[src/rtl/instr_queue_if.sv]
// Interface bundling the instruction-memory fetch port and the issue-side port of instr_queue.
// The queue uses the master modport. The memory and issue stage use the slave modport.
interface instr_queue_if #(
  parameter int DEPTH = 8
);
  logic [31:0]             imem_addr;
  logic                    imem_req;
  logic [31:0]             imem_data;
  logic [31:0]             instruction;
  logic [31:0]             instr_pc;
  logic                    instr_valid;
  logic                    stall;
  logic                    flush;
  logic [31:0]             redirect_pc;
  logic [$clog2(DEPTH):0]  count;
  logic                    full;

  modport master (
    output imem_addr, imem_req, instruction, instr_pc, instr_valid, count, full,
    input  imem_data, stall, flush, redirect_pc
  );

  modport slave (
    input  imem_addr, imem_req, instruction, instr_pc, instr_valid, count, full,
    output imem_data, stall, flush, redirect_pc
  );
endinterface

[src/rtl/instr_queue.sv]
// Instruction fetch queue: fetches sequential PCs from a synchronous instruction memory into a
// circular FIFO and presents the head to issue. A flush squashes the queue and redirects the PC.
module instr_queue #(
  parameter int          DEPTH    = 8,
  parameter logic [31:0] RESET_PC = 32'h0000_0000
) (
  input  logic           clk,
  input  logic           rst_n,
  instr_queue_if.master  qif
);

  localparam int PTR_W = $clog2(DEPTH);
  localparam int CNT_W = PTR_W + 1;

  logic [31:0]      pc;
  logic [31:0]      pc_q;
  logic [PTR_W-1:0] head;
  logic [PTR_W-1:0] tail;
  logic [CNT_W-1:0] count_r;
  logic             req_q;

  logic [31:0]      instr_mem [DEPTH];
  logic [31:0]      pc_mem    [DEPTH];

  logic [CNT_W:0]   pending;
  logic             fetch;
  logic             enq;
  logic             deq;
  logic             not_empty;

  // Occupancy counts the in-flight word but not a same-cycle dequeue, so the FIFO never overflows.
  assign pending   = {1'b0, count_r} + {{CNT_W{1'b0}}, req_q};
  assign fetch     = rst_n & ~qif.flush & (pending < (CNT_W+1)'(DEPTH));
  assign not_empty = (count_r != '0);
  assign enq       = req_q & ~qif.flush;
  assign deq       = not_empty & ~qif.stall & ~qif.flush;

  always_ff @(posedge clk or negedge rst_n) begin
    if (!rst_n) begin
      pc      <= RESET_PC;
      pc_q    <= RESET_PC;
      head    <= '0;
      tail    <= '0;
      count_r <= '0;
      req_q   <= 1'b0;
    end else if (qif.flush) begin
      pc      <= qif.redirect_pc;
      head    <= '0;
      tail    <= '0;
      count_r <= '0;
      req_q   <= 1'b0;
    end else begin
      req_q <= fetch;
      if (fetch) begin
        pc   <= pc + 32'd4;
        pc_q <= pc;
      end
      if (enq) tail <= tail + 1'b1;
      if (deq) head <= head + 1'b1;
      case ({enq, deq})
        2'b10:   count_r <= count_r + 1'b1;
        2'b01:   count_r <= count_r - 1'b1;
        default: count_r <= count_r;
      endcase
    end
  end

  // Entry storage needs no reset; the pointers and count define which entries are live.
  always_ff @(posedge clk) begin
    if (rst_n && enq) begin
      instr_mem[tail] <= qif.imem_data;
      pc_mem[tail]    <= pc_q;
    end
  end

  assign qif.imem_addr   = pc;
  assign qif.imem_req    = fetch;
  assign qif.instr_valid = not_empty;
  assign qif.instruction = not_empty ? instr_mem[head] : 32'h0;
  assign qif.instr_pc    = not_empty ? pc_mem[head]    : 32'h0;
  assign qif.count       = count_r;
  assign qif.full        = (count_r == CNT_W'(DEPTH));

endmodule

[src/flat_wrapper.sv]
// flat-port wrapper written by rule: the top's interface ports become plain ports
module instr_queue_flat 
#(
  parameter int          DEPTH    = 8,
  parameter logic [31:0] RESET_PC = 32'h0000_0000
)
  (clk, rst_n, qif_imem_addr, qif_imem_req, qif_instruction, qif_instr_pc, qif_instr_valid, qif_count, qif_full, qif_imem_data, qif_stall, qif_flush, qif_redirect_pc);
  instr_queue_if #(.DEPTH(DEPTH)) qif_i ();
  input  logic clk;
  input  logic rst_n;
  output wire logic [$bits(qif_i.imem_addr)-1:0] qif_imem_addr;
  output wire logic [$bits(qif_i.imem_req)-1:0] qif_imem_req;
  output wire logic [$bits(qif_i.instruction)-1:0] qif_instruction;
  output wire logic [$bits(qif_i.instr_pc)-1:0] qif_instr_pc;
  output wire logic [$bits(qif_i.instr_valid)-1:0] qif_instr_valid;
  output wire logic [$bits(qif_i.count)-1:0] qif_count;
  output wire logic [$bits(qif_i.full)-1:0] qif_full;
  input wire logic [$bits(qif_i.imem_data)-1:0] qif_imem_data;
  input wire logic [$bits(qif_i.stall)-1:0] qif_stall;
  input wire logic [$bits(qif_i.flush)-1:0] qif_flush;
  input wire logic [$bits(qif_i.redirect_pc)-1:0] qif_redirect_pc;
  assign qif_imem_addr = qif_i.imem_addr;
  assign qif_imem_req = qif_i.imem_req;
  assign qif_instruction = qif_i.instruction;
  assign qif_instr_pc = qif_i.instr_pc;
  assign qif_instr_valid = qif_i.instr_valid;
  assign qif_count = qif_i.count;
  assign qif_full = qif_i.full;
  assign qif_i.imem_data = qif_imem_data;
  assign qif_i.stall = qif_stall;
  assign qif_i.flush = qif_flush;
  assign qif_i.redirect_pc = qif_redirect_pc;
  instr_queue #(.DEPTH(DEPTH), .RESET_PC(RESET_PC)) u_core (.clk(clk), .rst_n(rst_n), .qif(qif_i));
endmodule
[config.mk]
export PLATFORM = sky130hd
export DESIGN_NAME = instr_queue_flat
export DESIGN_NICKNAME = d
export VERILOG_FILES = /design/src/rtl/instr_queue_if.sv /design/src/rtl/instr_queue.sv /design/src/flat_wrapper.sv
export SDC_FILE = /design/constraint.sdc
export NUM_CORES = 1
export LEC_CHECK = 0
export CORE_MARGIN = 1
export CORE_UTILIZATION = 31
export CTS_BUF_LIST = sky130_fd_sc_hd__clkbuf_16
export DETAILED_ROUTE_END_ITERATION = 8
export PLACE_DENSITY = 0.54
export SLEW_MARGIN = 5
export SYNTH_ARGS = -nofsm -noshare
export SYNTH_HDL_FRONTEND = slang
export SYNTH_SLANG_ARGS = --single-unit
[constraint.sdc]
create_clock -name clk -period 5.4 [get_ports clk]
set_input_delay 1.08 -clock clk [delete_from_list [all_inputs] [get_ports clk]]
set_output_delay 1.08 -clock clk [all_outputs]
set_load 0.01 [all_outputs]
# Yosys cells after proc, flatten, opt, wreduce, memory -nomap -nowiden
# Memories as Yosys holds them, arrays and structs flattened.
# Index checks and enable logic that the tools add are counted.
[totals]
register_bits = 75
ramBits = 512
inputBits = 68
out_inout_bits = 103
memories = 2
[classes]
add_sub_neg = 6
n_lt_le_gt_ge = 1
n_eq_ne = 3
mux = 13
bitwise = 7
n_reduce_logical = 7
[mem_list]
columns = ["memory", "words", "word_bits", "read_ports", "rd_clocked_by_memory_dff", "write_ports", "line", "source"]
rows = [
  ["u_core.instr_mem", 8, 32, 1, 0, 1, "instr_queue.sv:22", "logic [31:0] instr_mem [DEPTH];"],
  ["u_core.pc_mem", 8, 32, 1, 0, 1, "instr_queue.sv:23", "logic [31:0] pc_mem [DEPTH];"],
]
[ops]
columns = ["op", "n"]
rows = [
  ["$mux 32", 4],
  ["$add 32x3->32 const B", 1],
  ["$mux 3", 4],
  ["$pmux 4 s2", 1],
  ["$add 3x1->3 const B", 2],
  ["$reduce_bool 2->1", 3],
  ["$add 4x1->5", 1],
  ["$and 1x1->1", 5],
  ["$lt 5x4->1 const B", 1],
  ["$add 4x1->4 const B", 1],
  ["$eq 4x4->1 const B", 1],
  ["$mux 4", 1],
  ["$reduce_bool 4->1", 1],
  ["$sub 4x1->4 const B", 1],
  ["$mux 1", 3],
  ["$reduce_bool 3->1", 1],
  ["$eq 2x1->1 const B", 1],
  ["$eq 2x2->1 const B", 1],
  ["$not 1->1", 2],
  ["$reduce_and 2->1", 1],
  ["$logic_and 1x1->1", 1],
]

# Depth between registers and ports, before layout
[depth]
depth_word = 6
depth_mapped = 8
ltp_nobuf = 7

# Worst setup path before layout
# OpenSTA, ideal clock, no wires.
[synth_timing]
path_kind = "input to register"
start = "input qif_flush"
end = "memory u_core.instr_mem[2][0], enable pin"
arrival_time_ns = 5.936
t_required_ns = 4.835
setup_slack_ns = -1.100
path_stages = 4
path_buffers = 1
path_cell_list = "buf_1 inv_2 nand4_1 nor3_1"
[synth_between]
elab_chain_cells = 5
[synth_rtl]
columns = ["element", "line", "source"]
rows = [
  ["from (decl)", "flat_wrapper.sv:20", "input wire logic [$bits(qif_i.flush)-1:0] qif_flush;"],
  ["$not 1->1 (no source line)", "--", ""],
  ["$and 1x1->1", "instr_queue.sv:35", "assign enq = req_q & ~qif.flush;"],
  ["$logic_and 1x1->1", "instr_queue.sv:70", "if (rst_n && enq) begin"],
  ["$mux 1", "instr_queue.sv:70", ""],
  ["$mux 1 (implied by the code)", "instr_queue.sv:71", "instr_mem[tail] <= qif.imem_data;"],
  ["to (decl)", "instr_queue.sv:22", ""],
]
# Every way passes these cells.

# Final worst setup path
[layout_timing]
start = "register u_core.head[0]"
end = "output qif_instr_pc[9]"
[layout_between]
elab_chain_cells = 2
[layout_rtl]
columns = ["element", "line", "source"]
rows = [
  ["from (decl)", "instr_queue.sv:17", "logic [PTR_W-1:0] head;"],
  ["from (signal assigned)", "instr_queue.sv:59", "if (deq) head <= head + 1'b1;"],
  ["$mem_v2 8x32", "--", ""],
  ["$mux 32", "instr_queue.sv:80", "assign qif.instr_pc = not_empty ? pc_mem[head] : 32'h0;"],
  ["to (decl)", "flat_wrapper.sv:14", "output wire logic [$bits(qif_i.instr_pc)-1:0] qif_instr_pc;"],
]
# Every way passes these cells.

==> metrics.txt <==
total grt overflow 0; crit-path max FO 36; pre-CTS setup slack 1.24 ns; I/O Pins 171; Worst-path clk slew 0.06 ns; RSZ-0062 raised after global routing false; CTS tree done; Via density 4.96; Post-CTS Setup Inserts 0; Reg-to-Reg End u_core.qif.count[3]$_DFFE_PN0P_; FF-to-FF setup slack 2.21 ns; final worst path period share 87.2%; DIE HEIGHT 275 um; Synth area leaders edfxtp_1 (67%), mux4_2 (12%), dfrtp_1 (8.1%); Synth cell types 44; die footprint 75500 um2; core area 73300 um2; Crit Path Class reg -> out; largest net degree at the start of global routing 65; vias in the first global route 12700; Post-Syn Instances 1169; Worst Path Arrival 3.63 ns; failing checks design-rule violations; worst slew pin tran 1.12 ns; Slew HR 24.9%; DR WL/cell 22.9 um; initial antenna violation count 0; most instantiated cells after synthesis edfxtp_1 (512), mux4_2 (128), nor2_1 (102); post-detail-place hpwl 30.7 mm; EDFF count, synth 512; clk_lat worst skew 0.62 ns; fraction of registers with async set or reset after synthesis 12.8%; Initial Util 31.5%; combinational share of power 20.1%; WP data required 4.32 ns; initial DRC count 892; pwr dens 445 nW/um2; clock power share 33.6%; clk_skew 0.0263 ns; Synth top area share 66.6%; Seq cells post-synth 587; MaxCap Viol Count 0; RR Startpoint u_core.qif.count[1]$_DFFE_PN0P_; Post-route DRC 6; Int Pwr 9.18 mW; worst setup margin 0.690 ns; row cnt 99; Max Clock Freq 0.212 GHz; layout cells sized above 1 21.4%; global placement routability congestion 0.733; Main synth FF type edfxtp_1; TritonRoute pass-1 iters 6; nature of the critical path endpoint primary output; final WL 54.5 mm; Psw 3.36 mW; Util after Layout 38.4%; max-slew violations 0; clock root buffer clkbuf_16; Ys Warns 0; IO Port Bufs 170; number of gates resized after cts 0; register area share after synthesis 74.8%; routed vias 11800; setup TNS 0 ns; r2r worst-path depth 7; die width 275 um; clk buf depth 3; post-layout minimum cycle time 4.71 ns; Post-Synthesis Net Count 1242; total power draw 12.5 mW; cell taking the most area after synthesis edfxtp_1; CTS Buf Count 61; Avg Cell Area, Syn 19.7 um2; number of fill cells in the layout 6663; first-pass GRT wire length 81.2 mm; Static Leakage 8.79 nW; cell with the most instances after synthesis edfxtp_1; Routed Antenna Nets 0; final hold vios 0; Worst setup SP type register; Sw Share 26.8%; final setup fails 0; total track usage 14.6%; Ant. Diodes 0; Synth Cell Area 23100 um2; nets 1446; Clock Sinks 587; type of the tightest min-delay check in -> async; Hold Buf Count CTS 0; area grow syn2layout 22.1%; status finished with violations; Worst IR Drop VDD 266 uV; Sequential Power Share 46.3%; Clock H-tree levels 2
-- worst max-delay path: stages, from the launching register on --
cell             delay (ns)
dfrtp_4                0.95
buf_4                  0.54
mux4_2                 0.55
mux2i_1                0.28
nor2_1                 0.14
clkdlybuf4s50_1        0.55
-- per-layer routing --
metal,wire [um],track usage (%),share of wire (%)
met5,0,0,0
met4,833,3.43,1.5
met2,26000,23.4,48
met1,24700,20.5,45
met3,3030,2.80,5.5
-- logic make-up (layout without fill, tap and decap cells) --
group | after synthesis | after routing | synth area share [%]
AO/OA/AOI/OAI | 58 | 58 | 1.62
multiplexers | 230 | 230 | 17.1
AND/OR/NAND/NOR | 208 | 208 | 4.47
XOR/XNOR | 14 | 14 | 0.531
buffers and inverters | 67 | 319 | 1.24
flip-flops | 587 | 587 | 74.8
adder cells (fa/ha/maj) | 5 | 5 | 0.271
-- metrics by stage --
| step | area (um2) | cells | hold WS [ns] |
|---|---|---|---|
| after CTS | 28200 | 2380 | 0.442 |
| after floorplan | 23100 | 1169 | 0.535 |
| after global routing | 28200 | 2380 | 0.491 |
| after detailed placement | 26200 | 2269 | 0.577 |
| after global placement | 26200 | 2269 | 0.564 |
| final | 28200 | 2380 | 0.468 |
-- how the worst max path moves through the flow --
stage	from	endpoint	slack, ns	cells after the start
3_3_place_gp	u_core.head[0]$_DFFE_PN0P_	qif_instr_pc[9]	1.26	5
3_5_place_dp	u_core.head[0]$_DFFE_PN0P_	qif_instr_pc[9]	1.24	5
6_report	u_core.head[0]$_DFFE_PN0P_	qif_instr_pc[9]	0.69	5
4_1_cts	u_core.head[0]$_DFFE_PN0P_	qif_instr_pc[9]	0.56	5
5_1_grt	u_core.head[0]$_DFFE_PN0P_	qif_instr_pc[9]	0.43	5
2_1_floorplan	qif_flush	u_core.instr_mem[7][0]$_DFFE_PP_	0.61	4
-- flip-flops by register name, indices dropped and copies added (netlist names) --
name,cells
u_core.head,3
u_core.instr_mem,256
u_core.pc_mem,256
u_core.qif.count,4
u_core.pc_q,32
u_core.qif.imem_addr,32
u_core.tail,3
u_core.req_q,1
-- cell type report --
class	count	area, um2	area share, %
multi-input cells	515	5620	20.0
flip-flops and latches	587	17300	61.3
clock buffers	61	1530	5.42
inverters	6	22.5	0.0799
repair buffers	202	2050	7.28
clock inverters	50	487	1.73
well taps	959	1200	4.26
-- cell usage in the layout, fill, tap and decap left out, types with 2 or more instances in the layout --
| master | count |
|---|---|
| xnor2_1 | 7 |
| clkinv_2 | 12 |
| nand3_1 | 10 |
| edfxtp_1 | 512 |
| nor4b_1 | 2 |
| buf_12 | 9 |
| clkinv_1 | 12 |
| bufinv_16 | 10 |
| buf_4 | 24 |
| nor4_1 | 2 |
| clkbuf_16 | 61 |
| inv_6 | 2 |
| nand3b_1 | 2 |
| xor2_1 | 7 |
| a31oi_1 | 20 |
| o211ai_1 | 2 |
| clkdlybuf4s50_1 | 169 |
| mux4_2 | 128 |
| dfrtp_1 | 72 |
| nor2b_1 | 2 |
| and2_1 | 2 |
| dfrtp_4 | 3 |
| clkinvlp_4 | 3 |
| and4_1 | 2 |
| mux2i_1 | 66 |
| or3_1 | 5 |
| nand2b_1 | 2 |
| nor2_4 | 7 |
| or4_1 | 20 |
| and3_1 | 5 |
| nand4_1 | 15 |
| inv_1 | 16 |
| nor3_4 | 2 |
| nor2_1 | 95 |
| ha_1 | 5 |
| nand2_1 | 26 |
| o21ai_0 | 15 |
| o31ai_1 | 17 |
| a21oi_1 | 2 |
| mux2_2 | 36 |
-- power by group through the flow --
| stage | registers, mW | logic (mW) | clock network (mW) |
|---|---|---|---|
| global route | 5.86 | 2.74 | 4.49 |
| floorplan | 5.65 | 1.34 | 0 |
| detailed placement | 5.90 | 2.61 | 0 |
| finish | 5.81 | 2.52 | 4.21 |
| CTS | 5.81 | 2.62 | 4.34 |
| global placement | 5.87 | 2.59 | 0 |
No activity file was read; power rests on OpenSTA's default activity.
